==> src/rtl/mult_div_unit_pkg.sv <==
// Shared constants, opcode/state enums and opcode decode helpers for the multiply/divide unit.
// Latency: n/a (declarations only).
// Backpressure: n/a.
package mult_div_unit_pkg;

  localparam int WORD_LEN  = 32;
  localparam int MD_OP_LEN = 2;
  // One iteration per operand bit; not independently tunable.
  localparam int ITER      = WORD_LEN;
  localparam int CNT_W     = $clog2(ITER);

  typedef enum logic [MD_OP_LEN-1:0] {
    MD_MULT  = 2'd0,
    MD_MULTU = 2'd1,
    MD_DIV   = 2'd2,
    MD_DIVU  = 2'd3
  } md_op_e;

  typedef enum logic [1:0] {
    MD_IDLE = 2'd0,
    MD_RUN  = 2'd1,
    MD_FIX  = 2'd2
  } md_state_e;

  function automatic logic op_is_div(input md_op_e op);
    return (op == MD_DIV) || (op == MD_DIVU);
  endfunction

  function automatic logic op_is_signed(input md_op_e op);
    return (op == MD_MULT) || (op == MD_DIV);
  endfunction

endpackage

==> src/rtl/mult_div_unit_if.sv <==
// Request/result bundle between the EX stage and the multiply/divide unit.
// Latency: n/a (wires only).
// Backpressure: none here; the unit's busy output stalls the pipeline.
// master: start/op/val1/val2/wr_hi/wr_lo/wr_data out, busy/done/div_zero/hi/lo in.
// slave : the mirror image, used by mult_div_unit.
interface mult_div_unit_if;
  import mult_div_unit_pkg::*;

  logic                start;
  md_op_e              op;
  logic [WORD_LEN-1:0] val1;
  logic [WORD_LEN-1:0] val2;
  logic                wr_hi;
  logic                wr_lo;
  logic [WORD_LEN-1:0] wr_data;
  logic                busy;
  logic                done;
  logic                div_zero;
  logic [WORD_LEN-1:0] hi;
  logic [WORD_LEN-1:0] lo;

  modport master (
    output start, op, val1, val2, wr_hi, wr_lo, wr_data,
    input  busy, done, div_zero, hi, lo
  );

  modport slave (
    input  start, op, val1, val2, wr_hi, wr_lo, wr_data,
    output busy, done, div_zero, hi, lo
  );

endinterface

==> src/rtl/md_sign_fix.sv <==
// Conditional two's-complement negation of a {hi,lo} word pair, either as one 64-bit value or per half.
// Latency: combinational.
// Backpressure: none.
// Ports: in_val {hi,lo}; neg_wide negates all 64 bits (takes priority); neg_hi/neg_lo negate one half; out_val result.
module md_sign_fix
  import mult_div_unit_pkg::*;
(
  input  logic [2*WORD_LEN-1:0] in_val,
  input  logic                  neg_wide,
  input  logic                  neg_hi,
  input  logic                  neg_lo,
  output logic [2*WORD_LEN-1:0] out_val
);

  logic [WORD_LEN-1:0] in_hi;
  logic [WORD_LEN-1:0] in_lo;

  always_comb begin
    in_hi = in_val[2*WORD_LEN-1:WORD_LEN];
    in_lo = in_val[WORD_LEN-1:0];
    if (neg_wide) begin
      out_val = -in_val;
    end else begin
      out_val = {(neg_hi ? -in_hi : in_hi), (neg_lo ? -in_lo : in_lo)};
    end
  end

endmodule

==> src/rtl/mult_div_unit.sv <==
// Iterative MIPS mult/multu/div/divu unit holding the HI/LO registers; also takes mthi/mtlo writes.
// Latency: start at edge E0, one iteration per edge E1..E32, result + done pulse at E33.
// Backpressure: busy (combinational) is high E0..E33; start is ignored while busy.
// Ports: clk, rst (sync, active high); md (slave modport): start/op/val1/val2, wr_hi/wr_lo/wr_data,
//        busy, done, div_zero, hi, lo.
module mult_div_unit
  import mult_div_unit_pkg::*;
(
  input  logic            clk,
  input  logic            rst,
  mult_div_unit_if.slave  md
);

  md_state_e             state_q, state_d;
  logic [CNT_W-1:0]      counter_q, counter_d;
  logic [2*WORD_LEN-1:0] acc_q, acc_d;       // mult: {partial, multiplier}; div: {remainder, quotient}
  logic [WORD_LEN-1:0]   opb_q, opb_d;       // multiplicand or divisor magnitude
  md_op_e                op_q, op_d;
  logic                  sign1_q, sign1_d;
  logic                  sign2_q, sign2_d;
  logic [WORD_LEN-1:0]   hi_q, hi_d;
  logic [WORD_LEN-1:0]   lo_q, lo_d;
  logic                  done_q, done_d;
  logic                  div_zero_q, div_zero_d;

  logic [2*WORD_LEN-1:0] prep_mag;
  logic [2*WORD_LEN-1:0] fix_val;
  logic                  prep_signed;
  logic                  fix_signed;
  logic                  fix_div;
  logic                  sign_diff;
  logic [WORD_LEN:0]     mul_sum;
  logic [WORD_LEN:0]     div_rem_sh;
  logic [WORD_LEN-1:0]   div_diff;
  logic                  div_ge;

  assign prep_signed = op_is_signed(md.op);
  assign fix_signed  = op_is_signed(op_q);
  assign fix_div     = op_is_div(op_q);
  assign sign_diff   = sign1_q ^ sign2_q;

  // Operand magnitudes; 0x80000000 maps to itself and is then treated as unsigned.
  md_sign_fix u_prep (
    .in_val   ({md.val1, md.val2}),
    .neg_wide (1'b0),
    .neg_hi   (prep_signed & md.val1[WORD_LEN-1]),
    .neg_lo   (prep_signed & md.val2[WORD_LEN-1]),
    .out_val  (prep_mag)
  );

  // Result sign correction: whole product for mult, quotient/remainder separately for div
  // (remainder follows the dividend, giving truncating division).
  md_sign_fix u_fix (
    .in_val   (acc_q),
    .neg_wide (fix_signed & ~fix_div & sign_diff),
    .neg_hi   (fix_signed &  fix_div & sign1_q),
    .neg_lo   (fix_signed &  fix_div & sign_diff),
    .out_val  (fix_val)
  );

  always_comb begin
    // Shift-add step: add the multiplicand if the current multiplier bit is set, then shift right.
    mul_sum    = {1'b0, acc_q[2*WORD_LEN-1:WORD_LEN]} + (acc_q[0] ? {1'b0, opb_q} : {(WORD_LEN+1){1'b0}});
    // Restoring step: shift the next dividend bit into the remainder and try the subtraction.
    // A set top bit means the shifted remainder already exceeds any 32-bit divisor.
    div_rem_sh = acc_q[2*WORD_LEN-1:WORD_LEN-1];
    div_ge     = div_rem_sh[WORD_LEN] | (div_rem_sh[WORD_LEN-1:0] >= opb_q);
    div_diff   = div_rem_sh[WORD_LEN-1:0] - opb_q;
  end

  always_comb begin
    state_d    = state_q;
    counter_d  = counter_q;
    acc_d      = acc_q;
    opb_d      = opb_q;
    op_d       = op_q;
    sign1_d    = sign1_q;
    sign2_d    = sign2_q;
    hi_d       = hi_q;
    lo_d       = lo_q;
    done_d     = 1'b0;
    div_zero_d = 1'b0;

    case (state_q)
      MD_IDLE: begin
        if (md.start) begin
          state_d   = MD_RUN;
          counter_d = '0;
          op_d      = md.op;
          sign1_d   = md.val1[WORD_LEN-1];
          sign2_d   = md.val2[WORD_LEN-1];
          if (op_is_div(md.op)) begin
            acc_d = {{WORD_LEN{1'b0}}, prep_mag[2*WORD_LEN-1:WORD_LEN]};
            opb_d = prep_mag[WORD_LEN-1:0];
          end else begin
            acc_d = {{WORD_LEN{1'b0}}, prep_mag[WORD_LEN-1:0]};
            opb_d = prep_mag[2*WORD_LEN-1:WORD_LEN];
          end
        end else begin
          if (md.wr_hi) hi_d = md.wr_data;
          if (md.wr_lo) lo_d = md.wr_data;
        end
      end

      MD_RUN: begin
        if (fix_div) begin
          acc_d = {(div_ge ? div_diff : div_rem_sh[WORD_LEN-1:0]), acc_q[WORD_LEN-2:0], div_ge};
        end else begin
          acc_d = {mul_sum, acc_q[WORD_LEN-1:1]};
        end
        counter_d = counter_q + 1'b1;
        if (counter_q == CNT_W'(ITER-1)) state_d = MD_FIX;
      end

      MD_FIX: begin
        state_d = MD_IDLE;
        done_d  = 1'b1;
        hi_d    = fix_val[2*WORD_LEN-1:WORD_LEN];
        lo_d    = fix_val[WORD_LEN-1:0];
        // With a zero divisor the remainder path already reproduces the dividend;
        // only the quotient needs forcing to all ones.
        if (fix_div && (opb_q == '0)) begin
          lo_d       = '1;
          div_zero_d = 1'b1;
        end
      end

      default: state_d = MD_IDLE;
    endcase
  end

  always_ff @(posedge clk) begin
    if (rst) begin
      state_q    <= MD_IDLE;
      counter_q  <= '0;
      acc_q      <= '0;
      opb_q      <= '0;
      op_q       <= MD_MULT;
      sign1_q    <= 1'b0;
      sign2_q    <= 1'b0;
      hi_q       <= '0;
      lo_q       <= '0;
      done_q     <= 1'b0;
      div_zero_q <= 1'b0;
    end else begin
      state_q    <= state_d;
      counter_q  <= counter_d;
      acc_q      <= acc_d;
      opb_q      <= opb_d;
      op_q       <= op_d;
      sign1_q    <= sign1_d;
      sign2_q    <= sign2_d;
      hi_q       <= hi_d;
      lo_q       <= lo_d;
      done_q     <= done_d;
      div_zero_q <= div_zero_d;
    end
  end

  assign md.busy     = (state_q != MD_IDLE);
  assign md.done     = done_q;
  assign md.div_zero = div_zero_q;
  assign md.hi       = hi_q;
  assign md.lo       = lo_q;

endmodule
==> src/flat_wrapper.sv <==
// flat-port wrapper written by rule: the top's interface ports become plain ports
module mult_div_unit_flat import mult_div_unit_pkg::*;
  (clk, rst, md_start, md_op, md_val1, md_val2, md_wr_hi, md_wr_lo, md_wr_data, md_busy, md_done, md_div_zero, md_hi, md_lo);
  mult_div_unit_if md_i ();
  input  logic clk;
  input  logic rst;
  input wire logic [$bits(md_i.start)-1:0] md_start;
  input wire logic [$bits(md_i.op)-1:0] md_op;
  input wire logic [$bits(md_i.val1)-1:0] md_val1;
  input wire logic [$bits(md_i.val2)-1:0] md_val2;
  input wire logic [$bits(md_i.wr_hi)-1:0] md_wr_hi;
  input wire logic [$bits(md_i.wr_lo)-1:0] md_wr_lo;
  input wire logic [$bits(md_i.wr_data)-1:0] md_wr_data;
  output wire logic [$bits(md_i.busy)-1:0] md_busy;
  output wire logic [$bits(md_i.done)-1:0] md_done;
  output wire logic [$bits(md_i.div_zero)-1:0] md_div_zero;
  output wire logic [$bits(md_i.hi)-1:0] md_hi;
  output wire logic [$bits(md_i.lo)-1:0] md_lo;
  assign md_i.start = md_start;
  assign md_i.op = md_op;
  assign md_i.val1 = md_val1;
  assign md_i.val2 = md_val2;
  assign md_i.wr_hi = md_wr_hi;
  assign md_i.wr_lo = md_wr_lo;
  assign md_i.wr_data = md_wr_data;
  assign md_busy = md_i.busy;
  assign md_done = md_i.done;
  assign md_div_zero = md_i.div_zero;
  assign md_hi = md_i.hi;
  assign md_lo = md_i.lo;
  mult_div_unit u_core (.clk(clk), .rst(rst), .md(md_i));
endmodule
==> config.mk <==
export PLATFORM = sky130hd
export DESIGN_NAME = mult_div_unit_flat
export DESIGN_NICKNAME = d
export VERILOG_FILES = /design/src/rtl/mult_div_unit_pkg.sv /design/src/rtl/mult_div_unit_if.sv /design/src/rtl/md_sign_fix.sv /design/src/rtl/mult_div_unit.sv /design/src/flat_wrapper.sv
export SDC_FILE = /design/constraint.sdc
export NUM_CORES = 1
export LEC_CHECK = 0
export BUFFER_PORTS_ARGS = -buffer_cell sky130_fd_sc_hd__buf_4
export CORE_ASPECT_RATIO = 1.75
export CORE_UTILIZATION = 45
export CTS_CLUSTER_DIAMETER = 30
export CTS_CLUSTER_SIZE = 20
export DETAILED_ROUTE_END_ITERATION = 7
export GPL_TIMING_DRIVEN = 0
export SLEW_MARGIN = 20
export SYNTH_ARGS = -nofsm -noshare
export SYNTH_HDL_FRONTEND = slang
export SYNTH_SLANG_ARGS = --single-unit
==> constraint.sdc <==
create_clock -name clk -period 4.2 [get_ports clk]
set_input_delay 0.84 -clock clk [delete_from_list [all_inputs] [get_ports clk]]
set_output_delay 0.84 -clock clk [all_outputs]
set_load 0.1 [all_outputs]
* After elaboration in Yosys (flattened, before gate mapping)
Index checks and enable logic that the tools add are counted.
Cells by class: add/subtract/negate cells 8, eq/ne operators 12, mux-type cells 26, bitwise gates (word level) 11, multipliers 0, shifts and indexed selects 0, div/mod/pow operators 0, $lt $le $gt $ge 1, reduce and logical (&&, ||, !) cells 18
Operator list (number):
- 32-bit two-way mux | 13
- 64-bit two-way mux | 3
- 32-bit negator | 4
- 32-bit one-hot mux with 2 select lines | 2
- 64-bit one-hot mux with 2 select lines | 1
- 64-bit negator | 1
- 32-bit by 33-bit adder with 33-bit output | 1
- 32-bit greater-or-equal comparator | 1
- 32-bit zero test | 1
- 32-bit subtractor | 1
- 2-bit == test (second input constant) | 5
- 5-bit one-hot mux with 2 select lines | 1
- 2-bit inequality test (second input constant) | 4
- 1-bit bitwise AND | 7
- 2-bit zero test | 3
- 2-bit AND reduction | 3
- 3-bit AND reduction | 2
- 2-bit nonzero test | 3
- 5-bit by 1-bit adder with 5-bit output (second input constant) | 1
- 5-bit == test (second input constant) | 1
- 5-bit two-way mux | 1
- 1-bit logical OR | 4
- 2-bit two-way mux | 2
- 2-bit one-hot mux with 2 select lines | 1
- other kinds (8) | 10
Word-level totals: input bits 103, memories 0, latch bits 0, output and inout bits 67, logic and storage cells 87, bits in read-only memories 0, register bits 173, bits in writable memories 0

* Logic depth before layout (Yosys ltp)
word-level depth 8, mapped depth 14, depth with buffers taken out 13

* Hierarchy
From an unflattened synthesis, not the netlist that was laid out.
Second synthesis, totals: cells, all modules 1977, area, all modules 15249.6 µm²
By module, submodules not included:
- mult_div_unit | area each 11928.9 µm², instances 1, cells each 1469, seq. area each 3463.3 µm²
- md_sign_fix (u_core.u_prep) | area each 1746.7 µm², instances 1, cells each 272, seq. area each 0.0 µm²
- md_sign_fix (u_core.u_fix) | area each 1574.0 µm², instances 1, cells each 236, seq. area each 0.0 µm²

* Worst setup path after synthesis
Ideal clock, no wire load.
path kind register to register, start point reg u_core.acc_q[0], end point reg u_core.acc_q[62], clock period less this slack 2.966 ns, arrival 2.848 ns, required time 4.083 ns, setup slack 1.234 ns, cell stages (with the launch flop) 15, library setup time 0.117 ns, buffers on the path 2, path through dfxtp_1 inv_1 clkbuf_1 nor2_1 ha_1 clkbuf_1 a21oi_1 o21ai_1 a311o_1 o21ai_0 a21oi_1 a41oi_1 xor2_1 o21ai_0 a32o_1
On the way: cells in the longest elaborated chain, start to end 4
RTL lines:
- start: declaration | line mult_div_unit.sv:16 | logic [2*WORD_LEN-1:0] acc_q, acc_d;
- start signal: assignment | line mult_div_unit.sv:136 | acc_q <= '0;
- start signal: assignment | line mult_div_unit.sv:148 | acc_q <= acc_d;
- 32-bit two-way mux | line mult_div_unit.sv:63 | mul_sum = {1'b0, acc_q[2*WORD_LEN-1:WORD_LEN]} + (acc_q[0] ? {1'b0, opb_q} : {(WORD_LEN+1){1'b0}});
- 32-bit by 33-bit adder with 33-bit output | line mult_div_unit.sv:63
- 64-bit two-way mux | line mult_div_unit.sv:106 | if (fix_div) begin
- 64-bit one-hot mux with 2 select lines | line mult_div_unit.sv:84 | case (state_q)
No other way between the ends. A chain may end at the register's enable or synchronous reset.

* Worst setup path in the final report
start point reg u_core.acc_q[0], end point reg u_core.acc_q[60]
The elaborated chain is that of the path after synthesis.

==> reports/qor.txt <==
outcome = finished, violations left
failing checks = DRC
Yosys Warn Count = 0
hold buffers post-CTS = 0
WHS = 454 ps
worst r2r path cells = 13
max-cap viol count = 0
largest net degree at the start of global routing = 19
commonest non-fill, non-tap cells in the layout = nor2_1, a21oi_1, nand2_1, dfxtp_1, buf_4
DRT antenna net count = 0
Leak = 0.00702 uW
DPL Wire Length = 51500 microns
starting density of the core = 45.8%
Mapped Nets = 2157
grt ovf = 0
fill cell count = 3302
DIE AREA = 0.0337 sq mm
clock skew = 21.1 ps
Die W = 139 microns
clk sinks = 173
GP Congestion = 0.998
Die Height = 242 microns
PortBufs = 167
register area share after synthesis = 23.4%
H-Tree Level Count = 4
flops & latches, synth = 173
final WL = 63200 microns
Via density = 6.31
TritonCTS Buffers = 17
antenna diode count = 0
FF+latch area = 0.00346 sq mm
DRT iter0 DRCs = 1053
CTS tree = built
Syn Area/Cell = 7.47 sq um
Slew @ Worst Pin = 1090 ps
Slew headroom = 27.3%
core box area = 0.0323 sq mm
Clock Tree Buf Depth = 2
Netlist cell types = 83
vias in the first global route = 16000
via count = 16300
Syn Std Cell Area = 0.0148 sq mm
Cell Pwr Density = 322 mW/mm^2
clk slew on worst S/H paths = 80 ps
FMAX = 255 MHz
Avg WL per Cell = 24.5 microns
WS Path Type = reg2reg
Slew Viols, Final = 0
total negative slack = 0 ps
fin crit share = 93.3%
GRT Util Overall = 37.0%
CP required = 4580 ps
startpoint class of the critical path = flop
RR Startpoint = u_core.acc_q[0]
crit end category = flop
Worst Hold Class = reg2reg
worst-path maximum fanout = 10
nets@finish = 2344
endpoint of the worst register-to-register path = u_core.acc_q[60]
fin crit period = 3920 ps
dominant synthesized flop cell = dfxtp_1
layout cells sized above 1 = 11.6%
RSZ-0062 raised after global routing = no
commonest non-fill, non-tap cell in the layout = nor2_1
CP Data Arrival Time = 4300 ps
drt pass-1 iters = 7
post-synthesis cell count = 1982
initial antenna violation count = 0
# IOs = 170
Final setup violation count = 0
DRC = 1
first-pass GRT wire length = 93800 microns
crit path to = u_core.acc_q[60]
area of the multi-input gates = 0.0106 sq mm
Post-synth EDFFs = 0
final hold violations = 0
crit path launch = u_core.acc_q[0]
clk_lat worst skew = 470 ps
Peak VDD IR = 0.330 mV
R2R setup slack = 280 ps
Rows = 87
Synth-to-Final Area Change = 16.1%
async set or reset register ratio after synthesis = 0%
root buffer cell = clkbuf_16
cell type report:
| type | instances | share of cell area, % |
|---|---|---|
| buffer | 130 | 2.99 |
| clock buffer | 18 | 2.55 |
| clock inverter | 14 | 1.01 |
| inverter | 66 | 1.44 |
| multi-input combinational | 1613 | 61.6 |
| sequential | 173 | 20.1 |
| tap | 400 | 2.91 |
| timing repair buffer | 168 | 7.33 |
metal layers:
metal	share of wire (%)	global-route usage, %
met1	35	37.2
met2	51	67.0
met3	4.7	4.82
met4	9.3	31.7
met5	0	0
report_power, final:
group	switching [uW]	total, uW	internal [uW]	leakage, uW
combinational	1310	1980	674	0.00531
clock	818	1680	866	0.000299
sequential	131	1870	1740	0.00141
total	2260	5530	3280	0.00702
worst min-delay path by stage:
stage                              from             endpoint  cells after the start  slack [ps]
floorplan           u_core.counter_q[3]  u_core.counter_q[3]                      1         430
global placement       u_core.md.lo[20]     u_core.md.lo[20]                      2         440
detailed placement     u_core.md.lo[10]     u_core.md.lo[10]                      2         450
CTS                    u_core.md.lo[10]     u_core.md.lo[10]                      2         460
global route           u_core.md.lo[18]     u_core.md.lo[18]                      2         470
finish                 u_core.md.lo[10]     u_core.md.lo[10]                      2         450
registers in the layout (all words and copies together), names as in the netlist:
name,flops
u_core.acc_q,64
u_core.counter_q,5
u_core.md.div_zero,1
u_core.md.done,1
u_core.md.hi,32
u_core.md.lo,32
u_core.op_q,2
u_core.opb_q,32
u_core.sign1_q,1
u_core.sign2_q,1
u_core.state_q,2
through the flow:
| step | area, sq um | power (uW) | instances | setup WS (ps) | utilization [%] |
|---|---|---|---|---|---|
| 6_report | 17200 | 5530 | 2582 | 280 | 53.2 |
| 5_1_grt | 17200 | 5750 | 2582 | 101 | 53.2 |
| 4_1_cts | 17200 | 5510 | 2582 | 76.3 | 53.2 |
| 3_5_place_dp | 16600 | 3840 | 2550 | -19.3 | 51.3 |
| 3_3_place_gp | 16600 | 3830 | 2549 | -8.48 | 51.2 |
| 2_1_floorplan | 14800 | 3210 | 1982 | 1230 | - |
critical path, stage by stage, from the launching register on:
cell	delay [ps]
dfxtp_2	410
inv_1	180
clkbuf_2	290
nor2_1	70
ha_1	370
o211ai_1	230
o211a_1	320
nor4b_1	510
o21ai_1	230
a21boi_0	210
nor2_1	390
mux2i_1	240
a31oi_1	140
o31ai_1	250
timing repair:
item / CTS / global route
endpoints found under the setup margin: 2 / 4
gates resized for setup: 1 / 4
setup buffers: 0 / 0
pin swaps: 0 / 0
Yosys cell counts, types with 16 or more instances:
cell type | number | share of area (%)
o21ai_0 | 88 | 3.0
dfxtp_1 | 173 | 23
a21o_1 | 33 | 1.7
xnor2_1 | 89 | 5.3
a31oi_1 | 29 | 1.2
clkbuf_1 | 106 | 2.7
nor2_1 | 221 | 5.6
nand2_1 | 176 | 4.5
inv_1 | 65 | 1.6
nand4_1 | 17 | 0.72
xor2_1 | 81 | 4.8
nand2b_1 | 16 | 0.68
or3_1 | 17 | 0.72
nor2b_1 | 24 | 1.0
a21oi_1 | 204 | 6.9
nor3_1 | 40 | 1.4
o221ai_1 | 23 | 1.4
mux2i_1 | 90 | 6.1
ha_1 | 70 | 5.9
nor4_1 | 19 | 0.80
o21ai_1 | 17 | 0.57
a211oi_1 | 91 | 4.6
o211ai_1 | 29 | 1.5
and3_1 | 16 | 0.68
nand3_1 | 28 | 0.95
a311oi_1 | 16 | 0.95
kinds of logic after synthesis:
logic type,after synthesis,synth area share (%)
multiplexers,95,6.46
flip-flops,173,23.4
AND/OR/NAND/NOR,640,21.0
AO/OA/AOI/OAI,636,27.8
adder cells (fa/ha/maj),72,6.19
XOR/XNOR,170,10.1
buffers and inverters,196,5.13
Power figures use the tool's default switching activity.
